[config.mk]
export PLATFORM = sky130hd
export DESIGN_NAME = checker_sequencer
export DESIGN_NICKNAME = d
export VERILOG_FILES = /design/src/rtl/checker_sequencer.sv
export SDC_FILE = /design/constraint.sdc
export NUM_CORES = 1
export LEC_CHECK = 0
export BUFFER_PORTS_ARGS = -buffer_cell sky130_fd_sc_hd__clkbuf_2
export CAP_MARGIN = 20
export CORE_AREA = 2 2 68 96
export DETAILED_ROUTE_END_ITERATION = 10
export DIE_AREA = 0 0 70 98
export GPL_TIMING_DRIVEN = 0
export PLACE_DENSITY_LB_ADDON = 0.3
export SETUP_SLACK_MARGIN = 0.02
export SKIP_CTS_REPAIR_TIMING = 1
export SLEW_MARGIN = 20
export SYNTH_ARGS = -nofsm -noshare
export SYNTH_HDL_FRONTEND = slang
export SYNTH_SLANG_ARGS = --single-unit
[constraint.sdc]
create_clock -name Clk -period 2.15 [get_ports Clk]
set_input_delay 0.43 -clock Clk [delete_from_list [all_inputs] [get_ports Clk]]
set_output_delay 0.43 -clock Clk [all_outputs]
set_load 0.02 [all_outputs]
[src/rtl/checker_sequencer.sv]
// Walks a directed vector table, opens a checker_run window per vector, and tallies
// the checker's pass/fail verdicts with a local timeout guard for silent checkers.
module checker_sequencer #(
  parameter int NUM_TESTS  = 16,
  parameter int IDX_W      = 4,
  parameter int TIMEOUT    = 8,
  parameter int GAP_CYCLES = 2
) (
  input  logic              Clk,
  input  logic              Reset_n,
  input  logic              start,
  output logic [IDX_W-1:0]  vec_idx,
  input  logic [4:0]        vec_rd,
  input  logic [31:0]       vec_expected,
  output logic              checker_run,
  output logic [4:0]        rd,
  output logic [31:0]       expected,
  input  logic              chk_pass,
  input  logic              chk_fail,
  output logic              busy,
  output logic              done,
  output logic [IDX_W:0]    pass_count,
  output logic [IDX_W:0]    fail_count,
  output logic [IDX_W-1:0]  first_fail_idx,
  output logic              any_fail,
  output logic              proto_err
);

  localparam int CNT_W  = IDX_W + 1;
  localparam int WAIT_W = $clog2(TIMEOUT) + 1;
  localparam int GAP_W  = $clog2(GAP_CYCLES) + 1;

  localparam logic [CNT_W-1:0]  CNT_MAX   = CNT_W'(NUM_TESTS);
  localparam logic [IDX_W-1:0]  LAST_IDX  = IDX_W'(NUM_TESTS - 1);
  localparam logic [WAIT_W-1:0] WAIT_LAST = WAIT_W'(TIMEOUT - 1);
  localparam logic [GAP_W-1:0]  GAP_LAST  = GAP_W'(GAP_CYCLES - 1);

  typedef enum logic [2:0] {
    IDLE = 3'd0,
    LOAD = 3'd1,
    RUN  = 3'd2,
    GAP  = 3'd3,
    DONE = 3'd4
  } state_t;

  state_t             state_q, state_d;
  logic [IDX_W-1:0]   vec_idx_q, vec_idx_d;
  logic [4:0]         rd_q, rd_d;
  logic [31:0]        expected_q, expected_d;
  logic [WAIT_W-1:0]  wait_cnt_q, wait_cnt_d;
  logic [GAP_W-1:0]   gap_cnt_q, gap_cnt_d;
  logic [CNT_W-1:0]   pass_count_q, pass_count_d;
  logic [CNT_W-1:0]   fail_count_q, fail_count_d;
  logic [IDX_W-1:0]   first_fail_idx_q, first_fail_idx_d;
  logic               any_fail_q, any_fail_d;
  logic               proto_err_q, proto_err_d;
  logic               checker_run_q, checker_run_d;
  logic               busy_q, busy_d;
  logic               done_q, done_d;
  logic               fail_hit;
  logic               pass_hit;

  // Counts hold at NUM_TESTS rather than wrapping.
  function automatic logic [CNT_W-1:0] sat_inc(input logic [CNT_W-1:0] c);
    return (c >= CNT_MAX) ? c : c + CNT_W'(1);
  endfunction

  always_comb begin
    state_d          = state_q;
    vec_idx_d        = vec_idx_q;
    rd_d             = rd_q;
    expected_d       = expected_q;
    wait_cnt_d       = wait_cnt_q;
    gap_cnt_d        = gap_cnt_q;
    pass_count_d     = pass_count_q;
    fail_count_d     = fail_count_q;
    first_fail_idx_d = first_fail_idx_q;
    any_fail_d       = any_fail_q;
    proto_err_d      = proto_err_q;
    fail_hit         = 1'b0;
    pass_hit         = 1'b0;

    case (state_q)
      IDLE, DONE: begin
        if (start) begin
          pass_count_d     = '0;
          fail_count_d     = '0;
          first_fail_idx_d = '0;
          any_fail_d       = 1'b0;
          proto_err_d      = 1'b0;
          vec_idx_d        = '0;
          state_d          = LOAD;
        end
      end
      LOAD: begin
        rd_d       = vec_rd;
        expected_d = vec_expected;
        wait_cnt_d = '0;
        state_d    = RUN;
      end
      RUN: begin
        wait_cnt_d = wait_cnt_q + WAIT_W'(1);
        if (chk_pass && chk_fail) begin
          proto_err_d = 1'b1;
          fail_hit    = 1'b1;
        end else if (chk_fail) begin
          fail_hit = 1'b1;
        end else if (chk_pass) begin
          pass_hit = 1'b1;
        end else if (wait_cnt_q == WAIT_LAST) begin
          fail_hit = 1'b1;
        end

        if (pass_hit) begin
          pass_count_d = sat_inc(pass_count_q);
        end
        if (fail_hit) begin
          fail_count_d = sat_inc(fail_count_q);
          if (!any_fail_q) begin
            any_fail_d       = 1'b1;
            first_fail_idx_d = vec_idx_q;
          end
        end
        if (pass_hit || fail_hit) begin
          gap_cnt_d = '0;
          state_d   = GAP;
        end
      end
      GAP: begin
        if (gap_cnt_q == GAP_LAST) begin
          if (vec_idx_q == LAST_IDX) begin
            state_d = DONE;
          end else begin
            vec_idx_d = vec_idx_q + IDX_W'(1);
            state_d   = LOAD;
          end
        end else begin
          gap_cnt_d = gap_cnt_q + GAP_W'(1);
        end
      end
      default: state_d = IDLE;
    endcase

    // checker_run lags the RUN state by one cycle; busy/done track the next state.
    checker_run_d = (state_q == RUN);
    busy_d        = (state_d == LOAD) || (state_d == RUN) || (state_d == GAP);
    done_d        = (state_d == DONE);
  end

  always_ff @(posedge Clk or negedge Reset_n) begin
    if (!Reset_n) begin
      state_q          <= IDLE;
      vec_idx_q        <= '0;
      rd_q             <= '0;
      expected_q       <= '0;
      wait_cnt_q       <= '0;
      gap_cnt_q        <= '0;
      pass_count_q     <= '0;
      fail_count_q     <= '0;
      first_fail_idx_q <= '0;
      any_fail_q       <= 1'b0;
      proto_err_q      <= 1'b0;
      checker_run_q    <= 1'b0;
      busy_q           <= 1'b0;
      done_q           <= 1'b0;
    end else begin
      state_q          <= state_d;
      vec_idx_q        <= vec_idx_d;
      rd_q             <= rd_d;
      expected_q       <= expected_d;
      wait_cnt_q       <= wait_cnt_d;
      gap_cnt_q        <= gap_cnt_d;
      pass_count_q     <= pass_count_d;
      fail_count_q     <= fail_count_d;
      first_fail_idx_q <= first_fail_idx_d;
      any_fail_q       <= any_fail_d;
      proto_err_q      <= proto_err_d;
      checker_run_q    <= checker_run_d;
      busy_q           <= busy_d;
      done_q           <= done_d;
    end
  end

  assign vec_idx        = vec_idx_q;
  assign rd             = rd_q;
  assign expected       = expected_q;
  assign checker_run    = checker_run_q;
  assign busy           = busy_q;
  assign done           = done_q;
  assign pass_count     = pass_count_q;
  assign fail_count     = fail_count_q;
  assign first_fail_idx = first_fail_idx_q;
  assign any_fail       = any_fail_q;
  assign proto_err      = proto_err_q;

endmodule

# Word level (Yosys, flattened, before mapping)

Index checks and enable logic that the tools add are counted.

Flip-flop bits (word level): 69
Input bits: 42
Output and inout bits: 60
Logic and storage cells: 97

Add/sub/neg operators: 5
Magnitude comparators: 2
Equality and inequality tests: 22
Mux-type cells: 37
Reductions and logical operators: 17

Operators by type and width:

| operator                                                                 | number |
|---|---|
| 5-bit 2-to-1 mux                                                         | 5 |
| 4-bit one-hot mux with 2 select lines                                    | 3 |
| 4-bit 2-to-1 mux                                                         | 5 |
| 5-bit one-hot mux with 2 select lines                                    | 2 |
| 4-bit AND reduction                                                      | 4 |
| 2-bit inequality test (second input constant)                            | 7 |
| 3-bit by 2-bit equality test with 1-bit output (second input constant)   | 4 |
| 1-bit 2-to-1 mux                                                         | 12 |
| 3-bit 2-to-1 mux                                                         | 4 |
| 3-bit one-hot mux with 4 select lines                                    | 1 |
| 5-bit by 1-bit adder with 5-bit output (second input constant)           | 2 |
| 5-bit >= comparator (second input constant)                              | 2 |
| 3-bit AND reduction                                                      | 3 |
| 4-bit by 1-bit adder with 4-bit output (second input constant)           | 2 |
| 2-bit by 1-bit inequality test with 1-bit output (second input constant) | 4 |
| 2-bit nonzero test                                                       | 4 |
| 3-bit by 1-bit equality test with 1-bit output (second input constant)   | 2 |
| 3-bit equality test (second input constant)                              | 2 |
| 4-bit by 3-bit equality test with 1-bit output (second input constant)   | 1 |
| 4-bit equality test (second input constant)                              | 1 |
| 2-bit 2-to-1 mux                                                         | 2 |
| 1-bit one-hot mux with 2 select lines                                    | 2 |
| 2-bit one-hot mux with 2 select lines                                    | 1 |
| 3-bit logical NOT                                                        | 1 |
| other kinds (5)                                                          | 7 |

# Longest topological paths before layout

Gate-level depths: netlist (run 1).

Depth in word-level cells: 12
Gate-level depth with buffers: 5
Depth with buffers taken out: 5

# Worst setup path after synthesis (run 1)

Ideal clock, no wire load.

Kind: input-to-reg
Start: input port chk_fail
End: register pass_count_q[3], in the netlist pass_count[3]
Library setup time: 78 ps
Arrival: 1658 ps
Required time: 2072 ps
Slack: 415 ps
Cell stages on the path: 4
Path buffers: 1
Cell sequence: or4b_1 -> clkbuf_2 -> or4_1 -> a21oi_1

Longest elaborated chain between the ends: 5
Elaborated cells on any way between the ends: 6
Those cells by class: eq/ne: 1; mux: 3; reduce/logical: 2

RTL lines:

| element                                                      | RTL line | source |
|---|---|---|
| from (decl)                                                  | 19       | `input logic chk_fail,` |
| 1-bit 2-to-1 mux / 1-bit logical AND (equally long branches) | 106, 103 |  |
| 1-bit 2-to-1 mux *                                           | 103      | `if (chk_pass && chk_fail) begin` |
| 1-bit 2-to-1 mux *                                           | 83       | `case (state_q)` |
| 2-bit by 1-bit inequality test with 1-bit output (no line) * | --       |  |
| 4-bit AND reduction (no line) *                              | --       |  |
| to (signal assigned)                                         | 173      | `pass_count_q <= pass_count_d;` |
| to (decl)                                                    | 52       | `logic [CNT_W-1:0] pass_count_q, pass_count_d;` |

Every way passes the cells marked *; elsewhere a longest branch is shown, timed or not. The select of a mux whose other input is x is not followed.
A chain may end at the register's enable or synchronous reset.

# Worst setup path after layout (run 1)

Start: register state_q[1]
End: register rd_q[0], in the netlist rd[0]

Longest elaborated chain between the ends: 1

RTL lines:

| element                                        | RTL line | source |
|---|---|---|
| from (decl)                                    | 46       | `state_t state_q, state_d;` |
| from (signal assigned)                         | 167      | `state_q <= state_d;` |
| 3-bit by 1-bit equality test with 1-bit output | 83       |  |
| to (signal assigned)                           | 169      | `rd_q <= rd_d;` |
| to (decl)                                      | 48       | `logic [4:0] rd_q, rd_d;` |

Every way passes these cells.

==> flow_summary.yaml, run 1 <==
cells_and_area:
  drive_above_1_share_pct: 48.3
  multiInputGateArea_um2: 1140
  antennaDiodeCount: 0
  regArea_um2: 1730
  layoutNonFillerInstCount: 422
  layout.nets: 392
  syn_to_final_growth_pct: 27.8
  final_cell_mix: "clkbuf_2, dfrtp_1, mux2_2, nand2_1, inv_1"
  fillCellCount: 495
  mostFrequentLayoutCell: "clkbuf_2"
power_and_ir_drop:
  clockPowerShare_pct: 17.5
  p_comb_share_pct: 43.6
  p_switching_uw: 2320
  cell_internal_pwr_uw: 3500
  power-per-cell-area_nw_per_um2: 1540
  p_sw_share_pct: 39.9
  p_leak_uw: 0.00188
  peakVddDrop_mv: 0.986
  p_seq_share_pct: 38.9
  p_total_uw: 5810
grt:
  grt_max_degree: 47
  grt_first_pass_wirelength_mm: 10.1
  grt_antenna_before_repair: 0
  overflow: 0
  grt_util_all_layers_pct: 18.4
  grt_pass1_vias: 2245
timing:
  worstMarginPinSlew_ns: 0.793
  finalHoldViolCount: 0
  setup_viol: 0
  slew_violations: 0
  holdWs_ns: 0.0185
  relSlewSlack_pct: 46.4
  min_period_ns: 1.93
  fin_crit_sh_pct: 90.0
  setup_tns_ns: 0
  max_freq_mhz: 517
  skew_ns: 0.00848
  timing.final.ws_setup_ns: 0.216
  rsz0062_at_grt: "false"
critical_path:
  path_class: "register to register"
  reg2reg_from: "state_q[1]"
  cp_slowest_stage_delay_ns: 0.50
  crit_path_max_fanout: 10
  cp.required_ns: 2.38
  cp_cell_sequence: "clkbuf_1 -> nor3b_1 -> buf_2 -> mux2_2"
  cp.arrival_ns: 2.16
  worstPathBufferInverterCount: 2
  crit_slowest_cell: "nor3b_1"
  crit_family: "buffers and inverters"
  worst_setup_path_start_kind: "register"
  cp-startpoint: "state_q[1]"
  cp-end-kind: "register"
logic_synthesis:
  ys_warn_count: 0
  synth_edf_count: 0
  synth-compound-area-share_pct: 7.37
  synth_adder_area_share_pct: 2.12
  syn_nets: 279
  ys_seq_elements: 69
  ys_seq_area_share_pct: 58.4
  avgSynthCellArea_um2: 12.7
  ys_async_sr_fraction_pct: 100
  ys_types: 41
  yosysTopAreaCell: "dfrtp_1"
  syn_inst: 232
  synth_top_family_by_area: "multiplexers"
  netlist_area_um2: 2960
  muxShareOfSynthArea_pct: 18.7
  synth_xor_area_share_pct: 0
  synth_top_area_share_pct: 58.4
  synth_flop_cell: "dfrtp_1"
  yosys-top-cells-area: "dfrtp_1, mux2_2, mux2i_1"
  synth-simple-area-share_pct: 10.2
cts:
  cts_tree: "done"
  clockBufferDepth: 2
  root_buffer: "clkbuf_8"
  clkTransAtPathRegs_ns: 0.07
  numCtsBuffers: 9
  clock-sinks: 69
  h-tree-depth: 3
  clock_latency_ns: 0.34
detailed_routing:
  wl_per_cell_um: 14.1
  first_iter_violations: 153
  finalWirelength_mm: 5.94
  vias_per_cell: 5.21
  dr.pass1.iters: 4
  drtAntennaViolNets: 0
  drc: 0
  vias: 2200
placed_design:
  finalWeightedCongestion: 0.843
  io_buffer_count: 101
  place_hpwl_mm: 4.42
  post-place-ws_ns: 0.151
  dp.cells: 406
floorplan:
  core_area_um2: 6040
  dieArea_um2: 6860
  fp.dieH_um: 98
  rows: 34
  start_util_pct: 48.9
  die_w_um: 70
  ios: 102
run:
  drv_cap: 0
status:
  status: "finished clean"
min_path:
  hp-class: "input pin to async pin"
## worst paths after layout
kind	end	slack, ns	cells after the start
max in group asynchronous	wait_cnt_q[1]	1.59	2
worst min-delay path	pass_count[1]	0.02	1
min in group Clk	expected[13]	0.31	2
worst max-delay path	rd[0]	0.22	4
worst max register to register	rd[0]	0.22	4
worst min register to register	proto_err	0.50	2
## synthesized netlist by cell type, types with 2 or more instances
cell type / count
a21oi_1: 4
and3_1: 3
buf_2: 5
clkbuf_1: 5
dfrtp_1: 69
ha_1: 5
inv_1: 12
mux2_2: 41
mux2i_1: 9
nand2_1: 13
nand2b_1: 4
nand3_1: 7
nor2_1: 4
nor3_1: 3
nor3b_1: 3
nor4b_1: 2
o211ai_1: 6
o21a_1: 2
o21ai_0: 10
o31ai_1: 2
or4_1: 3
## cells by family (layout without fill, tap and decap cells)
group / Yosys count / after routing
and+or+nand+nor: 52 / 52
adders and majority gates: 5 / 5
buffers and inverters: 23 / 141
muxes: 50 / 50
AOI/OAI and AO/OA: 33 / 33
DFF: 69 / 69
## area by class of cell
type,instances,share of cell area [%]
inverters,12,1.19
clock inverters,6,1.69
well taps,72,2.38
plain buffers,11,1.29
clock buffers,10,3.38
multi-input cells,140,30.2
repair buffers,102,14.2
flip-flops and latches,69,45.7
## state kept, by name, indices dropped and copies added (netlist names)
name            flops
any_fail            1
busy                1
checker_run         1
done                1
expected           32
fail_count          5
first_fail_idx      4
gap_cnt_q           2
pass_count          5
proto_err           1
rd                  5
state_q             3
vec_idx             4
wait_cnt_q          4
## routing by layer
metal	vias up	routed length, µm	global-route usage [%]
met5	-	0	0
met4	0	94	9.62
met3	9	400	4.33
met2	70	3070	30.8
met1	1062	2380	21.9
li1	1059	-	-
## power groups by stage
stage,clock (µW),combinational (µW),sequential (µW)
floorplan,0,1100,2880
global placement,0,2500,2260
detailed placement,0,2570,2290
CTS,1050,2580,2270
global route,1100,2760,2350
finish,1020,2540,2260
## metrics by stage
| step | util [%] | instance area [µm²] |
|---|---|---|
| 2_1_floorplan | - | 2960 |
| 3_3_place_gp | 58.8 | 3550 |
| 3_5_place_dp | 59.3 | 3580 |
| 4_1_cts | 62.4 | 3770 |
| 5_1_grt | 62.5 | 3780 |
| 6_report | 62.5 | 3780 |
(Power assumes the default switching activity.)
==> inputs of run 2 (changes only) <==
- PLACE_DENSITY: unset -> 0.79
- PLACE_DENSITY_LB_ADDON: 0.3 -> unset
==> run 2 against run 1 <==
  * Critical path depth grew 1
  * Die area unchanged
  * Global-route usage rose by 1.4 points
  * Final area grew 0.63%
  * Via count grew 2.0%
  * Core utilization rose by 0.39 points
  * First-iteration DRC count shrank 26%
  * Combinational power barely moved
  * Hold slack better by 0.0096 ns
  * Critical endpoint is now first_fail_idx[1]
  * Largest cell class unchanged
  * Highest routed layer unchanged
==> flow_summary.yaml, run 2 (same netlist as run 1, synthesis figures left out) <==
status:
  status: "finished clean"
power_and_ir_drop:
  cell_internal_pwr_uw: 3570
  peakVddDrop_mv: 1.13
  p_comb_share_pct: 43.4
  clockPowerShare_pct: 18.2
  p_leak_uw: 0.00189
  p_seq_share_pct: 38.4
  p_switching_uw: 2360
  power-per-cell-area_nw_per_um2: 1560
  p_sw_share_pct: 39.8
detailed_routing:
  vias_per_cell: 5.32
  first_iter_violations: 113
  drc: 0
  wl_per_cell_um: 15.0
  vias: 2244
  dr.pass1.iters: 4
  finalWirelength_mm: 6.32
  drtAntennaViolNets: 0
cells_and_area:
  regArea_um2: 1730
  fillCellCount: 489
  mostFrequentLayoutCell: "clkbuf_2"
  largest_reg_flops: 32
  multiInputGateArea_um2: 1150
  antennaDiodeCount: 0
  design_area_um2: 3800
  drive_above_1_share_pct: 49.1
  final_util_pct: 62.9
  layout.nets: 392
  final_cell_mix: "clkbuf_2, dfrtp_1, mux2_2, nand2_1, inv_1"
  syn_to_final_growth_pct: 28.6
critical_path:
  worstPathBufferInverterCount: 2
  cp-end-kind: "register"
  cp.required_ns: 2.35
  path_depth: 5
  path_class: "register to register"
  reg2reg_depth: 5
  worst_setup_path_start_kind: "register"
  crit_family: "buffers and inverters"
  cp_cell_sequence: "clkbuf_1 -> nor3b_1 -> buf_2 -> o211ai_1 -> mux2i_1"
  crit_path_max_fanout: 10
  crit_slowest_cell: "dfrtp_1"
  cp.arrival_ns: 2.12
  cp_slowest_stage_delay_ns: 0.36
placed_design:
  place_hpwl_mm: 4.76
  finalWeightedCongestion: 0.804
  dpl_cell_area_um2: 3570
  io_buffer_count: 101
timing:
  finalHoldViolCount: 0
  rsz0062_at_grt: "false"
  fin_crit_sh_pct: 89.5
  setup_viol: 0
  relSlewSlack_pct: 54.7
  worstMarginPinSlew_ns: 0.677
  min_period_ns: 1.92
  skew_ns: 0.00634
  max_freq_mhz: 520
  slew_violations: 0
  setup_tns_ns: 0
grt:
  grt_first_pass_wirelength_mm: 10.7
  grt_antenna_before_repair: 0
  overflow: 0
  grt_pass1_vias: 2295
  grt_max_degree: 43
  grt_util_all_layers_pct: 19.8
floorplan:
  rows: 34
  ios: 102
  fp.dieH_um: 98
  dieArea_um2: 6860
  start_util_pct: 48.9
  core_area_um2: 6040
  die_w_um: 70
run:
  drv_cap: 0
cts:
  clock-sinks: 69
  clockBufferDepth: 2
  clkTransAtPathRegs_ns: 0.07
  h-tree-depth: 3
  root_buffer: "clkbuf_8"
  cts_tree: "done"
  numCtsBuffers: 9
  clock_latency_ns: 0.34
min_path:
  hp-class: "input pin to async pin"
-- run 2: metrics by stage --
stage	worst slack [ns]	instances	total power (µW)	hold WS [ns]
floorplan	0.415	232	3980	0.134
global placement	0.172	405	4760	0.484
detailed placement	0.138	406	4890	0.406
CTS	0.130	422	5980	0.0293
global route	0.0423	422	6330	0.0424
finish	0.226	422	5930	0.0281
-- run 2: worst paths after layout --
check                                  start  slack, ns                 to
worst max-delay path              state_q[1]       0.23  first_fail_idx[1]
worst min-delay path                 Reset_n       0.03        expected[0]
worst max register to register    state_q[1]       0.23  first_fail_idx[1]
worst min register to register  expected[29]       0.51       expected[29]
max in group asynchronous            Reset_n       1.57      pass_count[1]
min in group Clk                   vec_rd[1]       0.31              rd[1]
-- run 2: layout make-up --
cell class | count | share of cell area (%)
Buffer | 11 | 1.28
Clock buffer | 11 | 3.98
Clock inverter | 5 | 1.55
Inverter | 12 | 1.18
Multi-Input combinational cell | 140 | 30.3
Sequential cell | 69 | 45.4
Tap cell | 72 | 2.37
Timing Repair Buffer | 102 | 13.9
-- run 2: per-layer routing --
layer	vias to the layer above	track usage, %	wire length (µm)
met5	-	0	0
met4	0	8.28	124
met3	12	7.53	407
met2	74	32.5	3330
met1	1094	23.2	2460
li1	1064	-	-
-- run 2: power groups by stage --
stage	Clock [µW]	Combinational [µW]	Sequential (µW)
2_1_floorplan	0	1100	2880
3_3_place_gp	0	2500	2260
3_5_place_dp	0	2590	2300
4_1_cts	1100	2600	2280
5_1_grt	1170	2800	2370
6_report	1080	2570	2280
